$ cat src/rtl/fifo_byte_unpacker.sv
// fifo_byte_unpacker: pops WORD_WIDTH-bit words from a FIFO read port that has
// one cycle of registered read latency, and serialises each word into
// BYTE_WIDTH-bit beats on a valid/ready stream.
// Optional build macro: UNPACKER_LSB_FIRST_EN (least-significant beat first).
// Without it, the most-significant beat is sent first.
module fifo_byte_unpacker #(
    parameter int WORD_WIDTH = 16,
    parameter int BYTE_WIDTH = 8,
    parameter int CNT_W      = 16
) (
    input  logic                  clk,
    input  logic                  rst,
    input  logic [WORD_WIDTH-1:0] fifo_dout,
    input  logic                  fifo_empty,
    output logic                  fifo_ren,
    output logic [BYTE_WIDTH-1:0] byte_out,
    output logic                  byte_valid,
    input  logic                  byte_ready,
    output logic                  busy,
    output logic [CNT_W-1:0]      word_cnt
);

    localparam int NBYTES = WORD_WIDTH / BYTE_WIDTH;
    localparam int IDX_W  = (NBYTES > 1) ? $clog2(NBYTES) : 1;
    localparam logic [IDX_W-1:0] LAST_IDX = IDX_W'(NBYTES - 1);

    typedef enum logic [1:0] {
        IDLE  = 2'd0,
        FETCH = 2'd1,
        SEND  = 2'd2
    } state_t;

    state_t                             state, state_nxt;
    logic [IDX_W-1:0]                   idx;
    logic [IDX_W-1:0]                   byte_sel;
    logic [NBYTES-1:0][BYTE_WIDTH-1:0]  word_reg;

    wire handshake = (state == SEND) && byte_ready;

    // State register, captured word, beat index and completed-word counter
    always_ff @(posedge clk) begin
        if (rst) begin
            state    <= IDLE;
            idx      <= '0;
            word_reg <= '0;
            word_cnt <= '0;
        end else begin
            state <= state_nxt;
            case (state)
                FETCH: begin
                    word_reg <= fifo_dout;
                    idx      <= '0;
                end
                SEND: begin
                    if (handshake) begin
                        if (idx == LAST_IDX) begin
                            idx      <= '0;
                            word_cnt <= word_cnt + CNT_W'(1);
                        end else begin
                            idx <= idx + IDX_W'(1);
                        end
                    end
                end
                default: ;
            endcase
        end
    end

    // Next-state logic and pop request; a pop is only issued from IDLE, so
    // at most one word is ever in flight. Popping is held off during reset
    // so a word is not lost while the datapath is being cleared.
    always_comb begin
        state_nxt = state;
        fifo_ren  = 1'b0;
        case (state)
            IDLE: begin
                if (!fifo_empty && !rst) begin
                    fifo_ren  = 1'b1;
                    state_nxt = FETCH;
                end
            end
            FETCH: state_nxt = SEND;
            SEND: begin
                if (handshake && (idx == LAST_IDX))
                    state_nxt = IDLE;
            end
            default: state_nxt = IDLE;
        endcase
    end

    // Beat selection: slot NBYTES-1 of word_reg is the most-significant slice
    always_comb begin
`ifdef UNPACKER_LSB_FIRST_EN
        byte_sel = idx;
`else
        byte_sel = LAST_IDX - idx;
`endif
    end

    // Outputs decode registered state only; byte_ready never reaches them
    assign byte_out   = word_reg[byte_sel];
    assign byte_valid = (state == SEND);
    assign busy       = (state != IDLE);

endmodule

$ cat config.mk
export PLATFORM = sky130hd
export DESIGN_NAME = fifo_byte_unpacker
export DESIGN_NICKNAME = d
export VERILOG_FILES = /design/src/rtl/fifo_byte_unpacker.sv
export SDC_FILE = /design/constraint.sdc
export NUM_CORES = 1
export LEC_CHECK = 0
export BUFFER_PORTS_ARGS = -buffer_cell sky130_fd_sc_hd__buf_2
export CAP_MARGIN = 20
export CORE_MARGIN = 2
export CORE_UTILIZATION = 50
export CTS_CLUSTER_DIAMETER = 200
export CTS_CLUSTER_SIZE = 40
export DETAILED_ROUTE_END_ITERATION = 8
export PLACE_DENSITY = 0.81
export SLEW_MARGIN = 0
export SYNTH_ARGS = -nofsm -noshare
export SYNTH_HDL_FRONTEND = slang
export SYNTH_SLANG_ARGS = --single-unit
export TNS_END_PERCENT = 50
$ cat constraint.sdc
create_clock -name clk -period 1.75 [get_ports clk]
set_input_delay 0.175 -clock clk [delete_from_list [all_inputs] [get_ports clk]]
set_output_delay 0.175 -clock clk [all_outputs]
set_load 0.05 [all_outputs]
==> results of run 1 <==
[metal layers]
metal / global-route usage / share of wire / vias to the layer above
li1: - / - / 722
met1: 0.243 / 0.44 / 628
met2: 0.319 / 0.48 / 42
met3: 0.0764 / 0.069 / 3
met4: 0.0571 / 0.0077 / 0
met5: 0 / 0 / -
[stage by stage]
stage          hold slack [ns]  utilization  total power, mW  cells
6_report                0.0436        0.648             1.53    269
5_1_grt                 0.0283        0.648             1.60    269
4_1_cts                 0.0135        0.641             1.53    269
3_5_place_dp             0.379        0.617             1.04    261
3_3_place_gp             0.376        0.617             1.04    261
2_1_floorplan            0.252            -            0.980    185
[synth_stat cells]
cell | count | share of area
nand4_2 | 1 | 0.0081
buf_1 | 1 | 0.0024
clkbuf_1 | 8 | 0.019
and4b_1 | 1 | 0.0065
o21ai_0 | 1 | 0.0032
nand2_1 | 40 | 0.097
mux2i_1 | 1 | 0.0065
nor4_1 | 3 | 0.012
nor2_1 | 15 | 0.037
ha_1 | 1 | 0.0081
or3_1 | 2 | 0.0081
nand4_1 | 2 | 0.0081
nor3_1 | 5 | 0.016
nand3_1 | 5 | 0.016
o31ai_1 | 3 | 0.015
xor2_1 | 3 | 0.017
nand4b_4 | 1 | 0.015
buf_4 | 1 | 0.0049
xnor2_1 | 6 | 0.034
buf_2 | 1 | 0.0032
nand2b_1 | 1 | 0.0041
or2_2 | 2 | 0.0081
inv_1 | 5 | 0.012
nor2b_1 | 2 | 0.0081
or4_1 | 3 | 0.015
mux2_2 | 10 | 0.073
dfxtp_1 | 35 | 0.45
or2_1 | 2 | 0.0081
a21oi_1 | 24 | 0.078
[worst paths after layout]
path	startpoint	end	slack, ns	cells past startpoint
worst max-delay path	idx$_SDFFE_PP0P_	byte_out[5]	0.1	3
worst min-delay path	fifo_empty	state[0]$_SDFFE_PP0P_	0.04	2
worst max register to register	word_cnt[6]$_SDFFE_PP0P_	word_cnt[13]$_SDFFE_PP0P_	0.14	4
worst min register to register	word_reg[7]$_SDFFE_PP0P_	word_reg[7]$_SDFFE_PP0P_	0.46	2
[cell families (layout without fill, tap and decap cells)]
kind of cell    after synthesis  count (layout)
simple gates                 85              85
flops                        35              35
compound gates               28              28
buf+inv                      16              67
mux                          11              11
xor+xnor                      9               9
fa+ha+maj                     1               1
[cell type report]
cell class                 count  share of cell area
clock buffer                   8              0.0354
inverter                       5             0.00965
multi-input combinational    134               0.407
sequential                    35               0.373
tap                           33              0.0212
timing repair buffer          54               0.154
[report_power, final]
group          internal (mW)  total, mW  switching, mW
Sequential             0.813      0.826         0.0128
Clock                  0.236      0.499          0.263
Combinational         0.0708      0.202          0.131
Total                   1.12       1.53          0.406
[repair_timing]
action	4_1_cts	5_1_grt
endpoints found under the setup margin	1	5
gates resized for setup	1	6
hold endpoints to repair	0	0
[critical path, delay by kind of cell (launching register included)]
family / cells / cell delay (ns)
buffers and inverters: 2 / 0.39
DFF: 1 / 0.40
muxes: 1 / 0.35
[placed cells by master, fill, tap and decap left out, types with 3 or more instances in the layout]
| cell | count |
|---|---|
| dfxtp_2 | 7 |
| buf_4 | 7 |
| clkbuf_4 | 5 |
| nor3_1 | 4 |
| dfxtp_1 | 24 |
| nor4_1 | 3 |
| dfxtp_4 | 4 |
| nand2_1 | 40 |
| o31ai_1 | 3 |
| inv_1 | 5 |
| nand3_1 | 5 |
| buf_2 | 45 |
| a21oi_1 | 24 |
| mux2_2 | 10 |
| nor2_1 | 15 |
| xor2_1 | 3 |
| xnor2_1 | 6 |
| or4_1 | 3 |
==> impl_metrics.yaml, run 1 <==
run_status:
  status: "finished, final reports clean"
route:
  vias: 1395
  drt_iter0_markers: 53
  via_per_inst: 5.19
  wl_mm: 3.12
  wl_per_cell_um: 11.6
  drtAntennaViolNets: 0
  drc_errors: 0
  first_pass_iters: 4
run:
  cap_viol_max_count: 0
sta:
  clock_skew_ns: 0.00321
  worst_pin_slew_ns: 0.483
  slew_headroom: 0.678
  fin_crit_sh: 0.944
  setup_slack_ns: 0.0986
  maxSlewViolCount: 0
  rsz0062_at_grt: "no"
  final_hold_viol_count: 0
  setup_tns_ns: 0
  fin_crit_ns: 1.65
  setup_viol: 0
  fmax_mhz: 606
power:
  power.leakage_nw: 0.849
  vdd.ir_drop.worst_mv: 0.536
  powerDensity_mw_per_mm2: 785
clock_network:
  cts_inserted_buffers: 5
  cts_root_buf: "clkbuf_4"
  htreeDepth: 2
  clk_path_buf_depth: 2
  cts_setup_buffers: 0
  cts_hold_buf: 0
  clock_latency_ns: 0.34
  cts_sinks: 35
  path_clk_slew_ns: 0.10
  cts_tree: "done"
placement:
  dp_hpwl_mm: 2.23
  portBuffers: 46
  dpl_worst_slack_ns: 0.134
  placed_area_mm2: 0.00185
  place_congestion: 0.840
setup_path:
  path_max_fanout: 12
  crit_path_max_incr_delay_ns: 0.40
  startpoint_type: "flip-flop"
  crit_chain: "buf_6 -> mux2_2 -> buf_2"
  worstSetupPathType: "flip-flop to output port"
  slowest_stage: "dfxtp_1"
  endpoint_kind: "output port"
  required_ns: 1.57
  worstPathArrival_ns: 1.48
cells_and_area:
  layout.nets: 256
  syn_to_final_growth_pct: 26.2
  seqCellArea_um2: 724
  diodes: 0
  nFillCells: 288
  drive_gt1_frac: 0.373
  multi_input_area_um2: 791
  finalInstanceArea_mm2: 0.00194
synth:
  synth-xor-area-share: 0.0512
  syn_nets: 206
  ys_warn_count: 0
  synth_mux_area_frac: 0.0796
  yosysSeqAreaShare: 0.455
  syn_avg_cell_area_um2: 8.33
  netlist_area_mm2: 0.00154
  ys_ff_latch: 35
  yosys.area_share.simple: 0.268
  synth_top_family_by_area: "simple AND/OR/NAND/NOR gates"
  netlist_instances: 185
  ys_types: 29
  synthAdderAreaFrac: 0.00812
  synth_compound_area_frac: 0.0959
grt:
  first_global_vias: 1247
  grt.total_usage: 0.197
  grt_max_degree: 25
  grt_pass1_wl_mm: 5.29
  gr-total-overflow: 0
  antenna_found_initial: 0
floorplan:
  initial_core_util: 0.513
  fp-row-count: 20
  coreArea_mm2: 0.00300
  io_pins: 47
  die_w_um: 59.5
  die_y_um: 59.5
  fp.dieArea_mm2: 0.00354
min_path:
  worst_hold_path_type: "primary input to flip-flop"
Power figures use the tool's default switching activity.
==> run 2: changes to the inputs <==
--- a/config.mk
+++ b/config.mk
@@ -10,3 +10,3 @@
 export CORE_MARGIN = 2
-export CORE_UTILIZATION = 50
+export CORE_UTILIZATION = 45
 export CTS_CLUSTER_DIAMETER = 200
@@ -14,3 +14,3 @@
 export DETAILED_ROUTE_END_ITERATION = 8
-export PLACE_DENSITY = 0.81
+export PLACE_DENSITY = 0.77
 export SLEW_MARGIN = 0
==> constraint.sdc (replaced) <==
create_clock -name clk -period 1.4 [get_ports clk]
set_input_delay 0.28 -clock clk [delete_from_list [all_inputs] [get_ports clk]]
set_output_delay 0.28 -clock clk [all_outputs]
set_load 0.05 [all_outputs]
==> impl_metrics.yaml, run 2 (same netlist as run 1, synthesis figures left out) <==
min_path:
  whs_path_depth: 2
  min_from: "fifo_empty"
  worst_hold_path_type: "primary input to flip-flop"
  holdPathEnd: "state[0]$_SDFFE_PP0P_"
power:
  power_mw: 1.97
  powerDensity_mw_per_mm2: 796
  vdd.ir_drop.worst_mv: 0.629
  power.leakage_nw: 1.07
run_status:
  status: "complete, but fails checks"
  violations: "negative setup slack"
setup_path:
  startpoint_type: "flip-flop"
  crit_chain: "buf_4 -> nand4b_4 -> or2_4 -> or4_1 -> a21oi_1"
  rr_worst_depth: 5
  path_max_fanout: 8
  required_ns: 1.66
  slowest_stage: "or4_1"
  r2r-end: "word_cnt[11]$_SDFFE_PP0P_"
  worstPathArrival_ns: 1.89
  worstSetupPathType: "flip-flop to flip-flop"
  regToRegSetupSlack_ns: -0.24
  rr_startpoint: "idx$_SDFFE_PP0P_"
  endpoint_kind: "flip-flop"
  crit_path_max_incr_delay_ns: 0.42
grt:
  gr-total-overflow: 0
  grt_max_degree: 38
  grt_pass1_wl_mm: 6.43
  antenna_found_initial: 0
  first_global_vias: 1474
  grt.total_usage: 0.209
route:
  drtAntennaViolNets: 0
  via_per_inst: 5.06
  drc_errors: 0
  wl_per_cell_um: 13.1
  drt_iter0_markers: 75
  wl_mm: 4.11
  vias: 1584
  first_pass_iters: 4
cells_and_area:
  layout_common_cells: "nand2_1, buf_4, buf_2"
  fin_cells: 313
  diodes: 0
  layout.nets: 287
  multi_input_area_um2: 903
  finalInstanceArea_mm2: 0.00248
  drive_gt1_frac: 0.524
  final_common_cell: "nand2_1"
  syn_to_final_growth_pct: 60.8
  seqCellArea_um2: 761
  nFillCells: 223
  final_core_utilization: 0.748
placement:
  dpl_worst_slack_ns: -0.136
  place_congestion: 0.778
  dp_cells: 299
  portBuffers: 46
  dp_hpwl_mm: 2.65
  placed_area_mm2: 0.00215
sta:
  fin_crit_sh: 1.17
  final_hold_viol_count: 0
  fmax_mhz: 612
  slew_headroom: 0.810
  setup_slack_ns: -0.235
  fin_hold_ws_ns: 0.131
  maxSlewViolCount: 0
  worst_pin_slew_ns: 0.282
  rsz0062_at_grt: "yes"
  clock_skew_ns: 0.00778
  fin_crit_ns: 1.64
  setup_tns_ns: -3.04
  setup_viol: 18
clock_network:
  htreeDepth: 2
  cts_root_buf: "clkbuf_4"
  cts_hold_buf: 0
  cts_inserted_buffers: 5
  clock_latency_ns: 0.34
  cts_tree: "done"
  clk_path_buf_depth: 2
  cts_sinks: 35
  path_clk_slew_ns: 0.10
floorplan:
  fp-row-count: 21
  initial_core_util: 0.465
  fp.dieArea_mm2: 0.00391
  coreArea_mm2: 0.00331
  io_pins: 47
  die_y_um: 62.5
  die_w_um: 62.5
run:
  cap_viol_max_count: 0
==> run 2: area by class of cell <==
type,count,share of cell area
multi-input combinational,134,0.365
sequential,35,0.307
timing repair buffer,85,0.269
clock buffer,8,0.0278
tap,46,0.0232
inverter,5,0.00758
==> run 2: critical path, delay by kind of cell (launching register included) <==
family          cells  cell delay (ns)
compound gates      1             0.18
buf+inv             1             0.12
flops               1             0.39
simple gates        3             0.86
==> run 2: worst max path at each step <==
| stage | from | to | cells past startpoint |
|---|---|---|---|
| after global placement | byte_ready | word_cnt[15]$_SDFFE_PP0P_ | 5 |
| after CTS | idx$_SDFFE_PP0P_ | byte_out[4] | 3 |
| after global routing | state[0]$_SDFFE_PP0P_ | fifo_ren | 4 |
| after detailed placement | byte_ready | word_cnt[15]$_SDFFE_PP0P_ | 5 |
| after floorplan | word_cnt[3]$_SDFFE_PP0P_ | word_cnt[13]$_SDFFE_PP0P_ | 5 |
| final | idx$_SDFFE_PP0P_ | word_cnt[11]$_SDFFE_PP0P_ | 5 |
==> run 2: what timing repair did <==
action / 4_1_cts / 5_1_grt
cloned: 0 / 1
pin swaps: 3 / 4
setup buffers: 4 / 1
endpoints found under the setup margin: 17 / 25
resized for setup: 36 / 22
==> run 2: metal layers <==
layer,global-route usage,up-vias,routed length [um]
met4,0.0861,0,85
met1,0.237,733,1700
met2,0.356,50,2080
met3,0.0757,11,248
met5,0,-,0
li1,-,790,-
==> run 2: power breakdown <==
group	leakage, nW	switching (mW)	internal (mW)
Sequential	0.297	0.0167	0.996
Combinational	0.731	0.186	0.148
Clock	0.0386	0.328	0.295
==> run 3: changes to the inputs <==
PLACE_DENSITY = 0.84   (was 0.77)
==> impl_metrics.yaml, run 3 (same netlist as run 1, synthesis figures left out) <==
clock_network:
  cts_hold_buf: 0
  cts_inserted_buffers: 5
  clk_path_buf_depth: 2
  cts_sinks: 35
  cts_root_buf: "clkbuf_4"
  clock_latency_ns: 0.35
  path_clk_slew_ns: 0.11
  cts_tree: "done"
  htreeDepth: 2
route:
  wl_mm: 4.54
  wl_per_cell_um: 14.5
  drt_iter0_markers: 61
  vias: 1651
  first_pass_iters: 5
  via_per_inst: 5.27
  drc_errors: 0
  drtAntennaViolNets: 0
power:
  power_mw: 2.09
  p_sw_frac: 0.275
  intPower_mw: 1.52
  vdd.ir_drop.worst_mv: 0.726
  powerDensity_mw_per_mm2: 813
  clock_power_share: 0.340
  power.leakage_nw: 1.13
  pwr-share-seq: 0.484
  power.switching_uw: 576
  p_comb_frac: 0.176
grt:
  first_global_vias: 1516
  grt_max_degree: 38
  use_met3: 0.0685
  antenna_found_initial: 0
  met2_usage: 0.384
  grt.total_usage: 0.211
  use_met1: 0.224
  grt_pass1_wl_mm: 6.48
  gr-total-overflow: 0
  top_usage_layer: "met2"
cells_and_area:
  finalInstanceArea_mm2: 0.00257
  nFillCells: 234
  diodes: 0
  syn_to_final_growth_pct: 67.1
  drive_gt1_frac: 0.539
  final_common_cell: "nand2_1"
  layout_common_cells: "nand2_1, buf_4, buf_2"
  layout.nets: 287
placement:
  place_congestion: 0.790
  portBuffers: 46
  dpl_worst_slack_ns: -0.171
  placed_area_mm2: 0.00211
  dp_hpwl_mm: 2.72
sta:
  setup_slack_ns: -0.238
  fin_crit_sh: 1.17
  slew_headroom: 0.802
  final_hold_viol_count: 0
  clock_skew_ns: 0.0118
  setup_tns_ns: -3.48
  fin_hold_ws_ns: 0.131
  maxSlewViolCount: 0
  fin_crit_ns: 1.64
  worst_pin_slew_ns: 0.295
  rsz0062_at_grt: "yes"
  setup_viol: 22
  fmax_mhz: 610
floorplan:
  fp.dieArea_mm2: 0.00391
  fp-row-count: 21
  die_y_um: 62.5
  initial_core_util: 0.465
  die_w_um: 62.5
  io_pins: 47
  coreArea_mm2: 0.00331
run_status:
  violations: "negative setup slack"
  status: "complete, but fails checks"
setup_path:
  worstPathArrival_ns: 1.36
  worstSetupPathType: "flip-flop to output port"
  startpoint_type: "flip-flop"
  endpoint_kind: "output port"
  worstSetupStartpoint: "idx$_SDFFE_PP0P_"
  path_max_fanout: 5
  rr_startpoint: "state[0]$_SDFFE_PP0P_"
  required_ns: 1.12
run:
  cap_viol_max_count: 0
min_path:
  min_from: "fifo_empty"
  worst_hold_path_type: "primary input to flip-flop"
-- run 3: area by class of cell --
cell class	instances	area (um2)	area share
Inverter	5	18.8	0.00729
Multi-Input combinational cell	134	956	0.371
Timing Repair Buffer	85	697	0.271
Tap cell	46	57.6	0.0224
Clock buffer	7	76.3	0.0297
Sequential cell	35	763	0.297
Clock inverter	1	5.00	0.00194
-- run 3: critical path, cell delays in order, from the launching register on --
cell and delay [ns]:
dfxtp_4 0.39, clkbuf_16 0.15, mux2_4 0.31, buf_6 0.16
-- run 3: path summary, 6_finish.rpt --
| path | cells after the start | to | slack (ns) |
|---|---|---|---|
| min reg2reg | 2 | word_reg[11]$_SDFFE_PP0P_ | 0.46 |
| min | 2 | state[0]$_SDFFE_PP0P_ | 0.13 |
| max reg2reg | 5 | word_cnt[15]$_SDFFE_PP0P_ | -0.20 |
| max | 3 | byte_out[0] | -0.24 |
-- run 3: per-layer routing --
layer  vias up  wire length, um
met2        62             2400
met3        15              249
met1       779             1770
met5         -                0
li1        795                -
met4         0              117
-- run 3: power groups by stage --
stage,clock network [mW],logic (mW),registers (mW)
3_3_place_gp,0,0.265,1.03
2_1_floorplan,0,0.181,1.03
3_5_place_dp,0,0.270,1.04
5_1_grt,0.770,0.389,1.02
4_1_cts,0.716,0.323,1.01
6_report,0.711,0.367,1.01
-- run 3: repair_timing --
item	in CTS	in global routing
pin swaps	3	8
gates resized for setup	36	41
buffers inserted	5	5
setup endpoints to repair	17	30
gates cloned	0	1
endpoints found under the hold margin	0	0
-- run 3: stage by stage --
step / util / cells
after floorplan: - / 185
after global placement: 0.638 / 294
after detailed placement: 0.638 / 294
after CTS: 0.708 / 307
after global routing: 0.777 / 313
final: 0.777 / 313
